**src/rtl/branch_predictor_if.sv**
```systemverilog
// Fetch-lookup and execute-update bundle of the branch predictor.
interface branch_predictor_if;
    // Fetch-side lookup
    logic [31:0] fetch_pc;
    logic        pred_hit;
    logic        pred_taken;
    logic [31:0] pred_target;

    // Execute-side resolution
    logic        upd_valid;
    logic [31:0] upd_pc;
    logic        upd_taken;
    logic [31:0] upd_target;
    logic        upd_pred_taken;
    logic [31:0] upd_pred_target;

    // Redirect and performance counters
    logic        mispredict;
    logic [31:0] redirect_pc;
    logic [31:0] branch_count;
    logic [31:0] mispredict_count;

    // Pipeline side: drives PCs and resolutions, consumes predictions
    modport master (
        output fetch_pc,
        output upd_valid, upd_pc, upd_taken, upd_target,
        output upd_pred_taken, upd_pred_target,
        input  pred_hit, pred_taken, pred_target,
        input  mispredict, redirect_pc, branch_count, mispredict_count
    );

    // Predictor side
    modport slave (
        input  fetch_pc,
        input  upd_valid, upd_pc, upd_taken, upd_target,
        input  upd_pred_taken, upd_pred_target,
        output pred_hit, pred_taken, pred_target,
        output mispredict, redirect_pc, branch_count, mispredict_count
    );
endinterface

```
**src/rtl/branch_predictor.sv**
```systemverilog
// Direct-mapped BHT (2-bit saturating counters) + BTB with registered
// mispredict redirect and branch/mispredict performance counters.
module branch_predictor #(
    parameter int unsigned ENTRIES = 16
) (
    input  logic               clk,
    input  logic               rst_n,
    branch_predictor_if.slave  bp
);

    localparam int unsigned IDX_W = $clog2(ENTRIES);
    localparam int unsigned TAG_W = 30 - IDX_W;

    localparam logic [1:0] CTR_SNT = 2'b00;
    localparam logic [1:0] CTR_WNT = 2'b01;
    localparam logic [1:0] CTR_WT  = 2'b10;
    localparam logic [1:0] CTR_ST  = 2'b11;

    // Table storage
    logic              valid_q  [ENTRIES];
    logic [1:0]        ctr_q    [ENTRIES];
    logic [TAG_W-1:0]  tag_q    [ENTRIES];
    logic [31:0]       target_q [ENTRIES];

    // Single-entry write port, driven by the update logic
    logic              ent_we;
    logic              ent_valid_d;
    logic [1:0]        ent_ctr_d;
    logic [TAG_W-1:0]  ent_tag_d;
    logic [31:0]       ent_target_d;

    logic              mispredict_q,       mispredict_d;
    logic [31:0]       redirect_q,         redirect_d;
    logic [31:0]       branch_cnt_q,       branch_cnt_d;
    logic [31:0]       mis_cnt_q,          mis_cnt_d;

    logic [IDX_W-1:0]  f_idx;
    logic [TAG_W-1:0]  f_tag;
    logic [IDX_W-1:0]  u_idx;
    logic [TAG_W-1:0]  u_tag;
    logic              u_hit;
    logic              mis_c;

    assign f_idx = bp.fetch_pc[IDX_W+1:2];
    assign f_tag = bp.fetch_pc[31:IDX_W+2];
    assign u_idx = bp.upd_pc[IDX_W+1:2];
    assign u_tag = bp.upd_pc[31:IDX_W+2];
    assign u_hit = valid_q[u_idx] && (tag_q[u_idx] == u_tag);

    // Zero-latency lookup from pre-update table state (no bypass)
    always_comb begin
        bp.pred_hit    = 1'b0;
        bp.pred_taken  = 1'b0;
        bp.pred_target = bp.fetch_pc + 32'd4;
        if (valid_q[f_idx] && (tag_q[f_idx] == f_tag)) begin
            bp.pred_hit   = 1'b1;
            bp.pred_taken = ctr_q[f_idx][1];
        end
        if (bp.pred_taken) begin
            bp.pred_target = target_q[f_idx];
        end
    end

    // Next entry contents: train on hit, allocate on taken miss
    always_comb begin
        ent_we       = 1'b0;
        ent_valid_d  = valid_q[u_idx];
        ent_ctr_d    = ctr_q[u_idx];
        ent_tag_d    = tag_q[u_idx];
        ent_target_d = target_q[u_idx];
        if (bp.upd_valid) begin
            if (u_hit) begin
                ent_we = 1'b1;
                if (bp.upd_taken) begin
                    ent_ctr_d    = (ctr_q[u_idx] == CTR_ST) ? CTR_ST
                                                            : 2'(ctr_q[u_idx] + 2'd1);
                    ent_target_d = bp.upd_target;
                end else begin
                    ent_ctr_d    = (ctr_q[u_idx] == CTR_SNT) ? CTR_SNT
                                                             : 2'(ctr_q[u_idx] - 2'd1);
                end
            end else if (bp.upd_taken) begin
                // Taken miss replaces whatever aliased into this slot
                ent_we       = 1'b1;
                ent_valid_d  = 1'b1;
                ent_tag_d    = u_tag;
                ent_target_d = bp.upd_target;
                ent_ctr_d    = CTR_WT;
            end
        end
    end

    // Table state register
    always_ff @(posedge clk or negedge rst_n) begin
        if (!rst_n) begin
            for (int i = 0; i < int'(ENTRIES); i++) begin
                valid_q[i]  <= 1'b0;
                ctr_q[i]    <= CTR_WNT;
                tag_q[i]    <= '0;
                target_q[i] <= '0;
            end
        end else if (ent_we) begin
            valid_q[u_idx]  <= ent_valid_d;
            ctr_q[u_idx]    <= ent_ctr_d;
            tag_q[u_idx]    <= ent_tag_d;
            target_q[u_idx] <= ent_target_d;
        end
    end

    // Direction or target disagreement with the travelling prediction
    assign mis_c = bp.upd_valid &&
                   ((bp.upd_taken != bp.upd_pred_taken) ||
                    (bp.upd_taken && bp.upd_pred_taken &&
                     (bp.upd_target != bp.upd_pred_target)));

    // Next redirect/counter values; redirect holds when no mispredict
    always_comb begin
        mispredict_d = mis_c;
        redirect_d   = redirect_q;
        branch_cnt_d = branch_cnt_q;
        mis_cnt_d    = mis_cnt_q;
        if (mis_c) begin
            redirect_d = bp.upd_taken ? bp.upd_target : (bp.upd_pc + 32'd4);
            mis_cnt_d  = mis_cnt_q + 32'd1;
        end
        if (bp.upd_valid) begin
            branch_cnt_d = branch_cnt_q + 32'd1;
        end
    end

    // Redirect and counter registers
    always_ff @(posedge clk or negedge rst_n) begin
        if (!rst_n) begin
            mispredict_q <= 1'b0;
            redirect_q   <= '0;
            branch_cnt_q <= '0;
            mis_cnt_q    <= '0;
        end else begin
            mispredict_q <= mispredict_d;
            redirect_q   <= redirect_d;
            branch_cnt_q <= branch_cnt_d;
            mis_cnt_q    <= mis_cnt_d;
        end
    end

    assign bp.mispredict       = mispredict_q;
    assign bp.redirect_pc      = redirect_q;
    assign bp.branch_count     = branch_cnt_q;
    assign bp.mispredict_count = mis_cnt_q;

endmodule

```
**src/flat_wrapper.sv**
```systemverilog
// flat-port wrapper written by rule: the top's interface ports become plain ports
module branch_predictor_flat 
#(
    parameter int unsigned ENTRIES = 16
)
  (clk, rst_n, bp_fetch_pc, bp_upd_valid, bp_upd_pc, bp_upd_taken, bp_upd_target, bp_upd_pred_taken, bp_upd_pred_target, bp_pred_hit, bp_pred_taken, bp_pred_target, bp_mispredict, bp_redirect_pc, bp_branch_count, bp_mispredict_count);
  branch_predictor_if bp_i ();
  input  logic clk;
  input  logic rst_n;
  input wire logic [$bits(bp_i.fetch_pc)-1:0] bp_fetch_pc;
  input wire logic [$bits(bp_i.upd_valid)-1:0] bp_upd_valid;
  input wire logic [$bits(bp_i.upd_pc)-1:0] bp_upd_pc;
  input wire logic [$bits(bp_i.upd_taken)-1:0] bp_upd_taken;
  input wire logic [$bits(bp_i.upd_target)-1:0] bp_upd_target;
  input wire logic [$bits(bp_i.upd_pred_taken)-1:0] bp_upd_pred_taken;
  input wire logic [$bits(bp_i.upd_pred_target)-1:0] bp_upd_pred_target;
  output wire logic [$bits(bp_i.pred_hit)-1:0] bp_pred_hit;
  output wire logic [$bits(bp_i.pred_taken)-1:0] bp_pred_taken;
  output wire logic [$bits(bp_i.pred_target)-1:0] bp_pred_target;
  output wire logic [$bits(bp_i.mispredict)-1:0] bp_mispredict;
  output wire logic [$bits(bp_i.redirect_pc)-1:0] bp_redirect_pc;
  output wire logic [$bits(bp_i.branch_count)-1:0] bp_branch_count;
  output wire logic [$bits(bp_i.mispredict_count)-1:0] bp_mispredict_count;
  assign bp_i.fetch_pc = bp_fetch_pc;
  assign bp_i.upd_valid = bp_upd_valid;
  assign bp_i.upd_pc = bp_upd_pc;
  assign bp_i.upd_taken = bp_upd_taken;
  assign bp_i.upd_target = bp_upd_target;
  assign bp_i.upd_pred_taken = bp_upd_pred_taken;
  assign bp_i.upd_pred_target = bp_upd_pred_target;
  assign bp_pred_hit = bp_i.pred_hit;
  assign bp_pred_taken = bp_i.pred_taken;
  assign bp_pred_target = bp_i.pred_target;
  assign bp_mispredict = bp_i.mispredict;
  assign bp_redirect_pc = bp_i.redirect_pc;
  assign bp_branch_count = bp_i.branch_count;
  assign bp_mispredict_count = bp_i.mispredict_count;
  branch_predictor #(.ENTRIES(ENTRIES)) u_core (.clk(clk), .rst_n(rst_n), .bp(bp_i));
endmodule
```
**config.mk**
```make
export PLATFORM = sky130hd
export DESIGN_NAME = branch_predictor_flat
export DESIGN_NICKNAME = d
export VERILOG_FILES = /design/src/rtl/branch_predictor_if.sv /design/src/rtl/branch_predictor.sv /design/src/flat_wrapper.sv
export SDC_FILE = /design/constraint.sdc
export NUM_CORES = 2
export LEC_CHECK = 0
export ABC_CLOCK_PERIOD_IN_PS = 6600
export CORE_UTILIZATION = 66
export DETAILED_ROUTE_END_ITERATION = 16
export HOLD_SLACK_MARGIN = 0.12
export PLACE_DENSITY_LB_ADDON = 0.3
export SETUP_SLACK_MARGIN = 0.15
export SKIP_CTS_REPAIR_TIMING = 1
export SYNTH_ARGS = -nofsm -noshare
export SYNTH_HDL_FRONTEND = slang
export SYNTH_SLANG_ARGS = --single-unit
```
**constraint.sdc**
```tcl
create_clock -name clk -period 6.6 [get_ports clk]
set_input_delay 0.66 -clock clk [delete_from_list [all_inputs] [get_ports clk]]
set_output_delay 0.66 -clock clk [all_outputs]
set_load 0.01 [all_outputs]
```
==> results_dict.tcl <==
set metrics [dict create \
    ys.flop_type "dfrtp_1" \
    setup_violations 0 \
    die_h_um 302 \
    clk_path_buf_depth 3 \
    final_area_sq_mm 0.0668 \
    vias 39662 \
    design.core.area_sq_mm 0.0888 \
    clock_sinks 1073 \
    yosysSeqAreaShare_pct 45.2 \
    tns_ps 0 \
    ys_ff_latch 1073 \
    first_pass_iters 8 \
    crit_type "in -> out" \
    hold_end "u_core.bp.redirect_pc[7]$_DFFE_PN0P_" \
    r2r_end "u_core.tag_q[383]$_DFFE_PN0P_" \
    synth_top_area_share_pct 44.5 \
    gp_congestion 0.978 \
    setup_ws_ps 617 \
    total_power_mw 18.8 \
    antenna_found_initial 13 \
    yosys.area.top_type "dfrtp_1" \
    dp.cells 5193 \
    slew_violations 0 \
    vias_per_cell 7.35 \
    hold_path_class "reg -> reg" \
    startpoint_type "input port" \
    synth_area_leaders "dfrtp_1 44%, mux4_2 20%, mux2_2 18%, mux2_1 2.4%, xnor2_1 2.2%" \
    finClkSkew_ps 32.8 \
    netlist_area_sq_mm 0.0595 \
    first_iter_violations 4846 \
    placed_cell_area_sq_mm 0.0630 \
    syn-instance-count 4004 \
    tritoncts "built" \
    yosys_warnings 0 \
    fp.dieW_um 302 \
    total_leakage_power_nw 29.3 \
    hold_viol_final 0 \
    required_ps 5940 \
    tightest_slew_ps 1260 \
    routed_wl_um 179000 \
    crit_fanout 34 \
    syn-mean-instance-area_sq_um 14.9 \
    finalCritPeriodShare_pct 90.7 \
    reg2regPathDepth 10 \
    ys_types 75 \
    regToRegStartpoint "u_core.tag_q[19]$_DFFE_PN0P_" \
    num-nets-final 4282 \
    synth-edff-count 0 \
    rows 109 \
    layout.cells.non_filler 5399 \
    maxSlewHeadroom_pct 13.7 \
    holdPathStages 2 \
    start_util_pct 67.0 \
    hpwl_um 112000 \
    cts_root_buf "clkbuf_16" \
    grt_pass1_wl_um 267000 \
    synthArstFlopShare_pct 100 \
    drive_gt1_share_pct 44.1 \
    area_growth_pct 12.3 \
    peakVddDrop_uv 209 \
    post-place-ws_ps 760 \
    overflow 0 \
    ios 264 \
    crit_arrival_ps 5320 \
    fin_util_pct 75.3 \
    period_needed_ps 5980 \
    clkSlewWorstSetupHoldPaths_ps 60 \
    worst_hold_slack_ps 479 \
    reg2reg_slack_ps 1810 \
    numPortBuffers 263 \
    end_kind "output pin" \
    outcome "complete, no violations" \
    hp-start "u_core.bp.redirect_pc[7]$_DFFE_PN0P_" \
    powerDensity_mw_per_mm2 281 \
    nFillCells 5206 \
    drv_cap 0 \
    grt_pass1_vias 40823 \
    grt_setup_unrepaired "no" \
    insertion_delay_ps 710 \
    dieArea_sq_mm 0.0914 \
    grt_max_degree 163 \
    cts-htree-levels 3 \
    grt_usage_pct 40.1 \
    fmax_mhz 167 \
    drcViolationCount 0 \
    syn_nets 4145 \
    ant_nets 0 \
    cts-buffers-inserted 110 \
    wl_per_cell_um 33.1 \
]
cell type report:
cell class	instances	area, sq um	area share [%]
well taps	1165	1460	2.18
repair buffers	380	3810	5.70
multi-input cells	2545	30700	46.0
diodes	2	5.00	0.00749
clock buffers	153	3160	4.73
flip-flops and latches	1073	26900	40.2
clock inverters	50	692	1.04
inverters	31	121	0.182
worst max-delay path, cell delays in order:
cell             delay, ps
buf_8                  350
buf_4                  410
mux4_2                 530
nor2b_1                140
a211oi_1               250
a21oi_1                150
xnor2_1                470
nor3b_1                310
nand4b_1               190
nor4bb_4               290
buf_4                  550
mux2_2                 410
clkdlybuf4s50_1        480
report_power, final:
group / total, mW / switching (mW) / leakage, nW / internal, mW
sequential: 8.28 / 0.750 / 14.3 / 7.53
clock: 6.58 / 2.75 / 1.87 / 3.83
combinational: 3.90 / 1.81 / 13.1 / 2.08
total: 18.8 / 5.31 / 29.3 / 13.4
synth_stat cells (46+ instances only):
master / instances
mux2i_1: 84
o21ai_0: 56
mux4_2: 539
clkbuf_1: 149
mux2_1: 129
nand2_1: 118
nand3_1: 49
dfrtp_1: 1057
buf_2: 97
xnor2_1: 152
mux2_2: 956
a21oi_1: 46
nor2_1: 73
worst max-delay path by stage:
stage,start,endpoint,slack [ps]
after global placement,bp_fetch_pc[2],bp_pred_target[18],840
final,bp_fetch_pc[2],bp_pred_target[12],620
after floorplan,bp_fetch_pc[2],bp_pred_target[22],1720
after CTS,bp_fetch_pc[2],bp_pred_target[22],740
after global routing,bp_fetch_pc[2],bp_pred_target[6],470
after detailed placement,bp_fetch_pc[2],bp_pred_target[3],760
layout by cell type (no fill, tap or decap), types with 9 or more instances in the layout:
master and count:
or2_2 16, nor3_1 21, mux4_2 539, a22oi_1 11
nand2_1 117, nand2b_1 11, nand4_1 39, dfstp_2 16
xor2_1 43, mux2i_1 84, clkdlybuf4s50_1 253, mux2_1 129
buf_4 94, nor2b_1 20, inv_1 26, dfrtp_1 1057
nand3_1 49, o22ai_1 21, a211oi_1 13, o21ai_0 56
clkbuf_8 25, and2_1 9, mux2_2 956, nor2_1 73
bufinv_16 12, clkbuf_1 18, clkbuf_16 110, clkinv_2 20
and3_1 24, a21oi_1 46, xnor2_1 152, clkinvlp_4 10
buf_12 23, nor4_1 10, nor3_4 12
cell families after synthesis:
family / Yosys count / synth area share, %
adder cells (fa/ha/maj): 9 / 0.185
XOR/XNOR: 195 / 2.87
buffers and inverters: 386 / 3.32
multiplexers: 1708 / 42.3
AND/OR/NAND/NOR: 431 / 3.86
flip-flops: 1073 / 45.2
AO/OA/AOI/OAI: 202 / 2.26
registers in the layout, indices dropped and copies added (netlist names):
name and flops:
u_core.tag_q 416, u_core.bp.mispredict 1, u_core.valid_q 16, u_core.ctr_q 32, u_core.target_q 512, u_core.bp.redirect_pc 32
u_core.bp.branch_count 32, u_core.bp.mispredict_count 32
layer usage:
layer / share of wire [%] / global-route usage [%]
met1: 36 / 52.3
met3: 13 / 13.9
met2: 45 / 58.9
met5: 0.064 / 0
met4: 6.8 / 23.6
No activity file was read; power rests on OpenSTA's default activity.
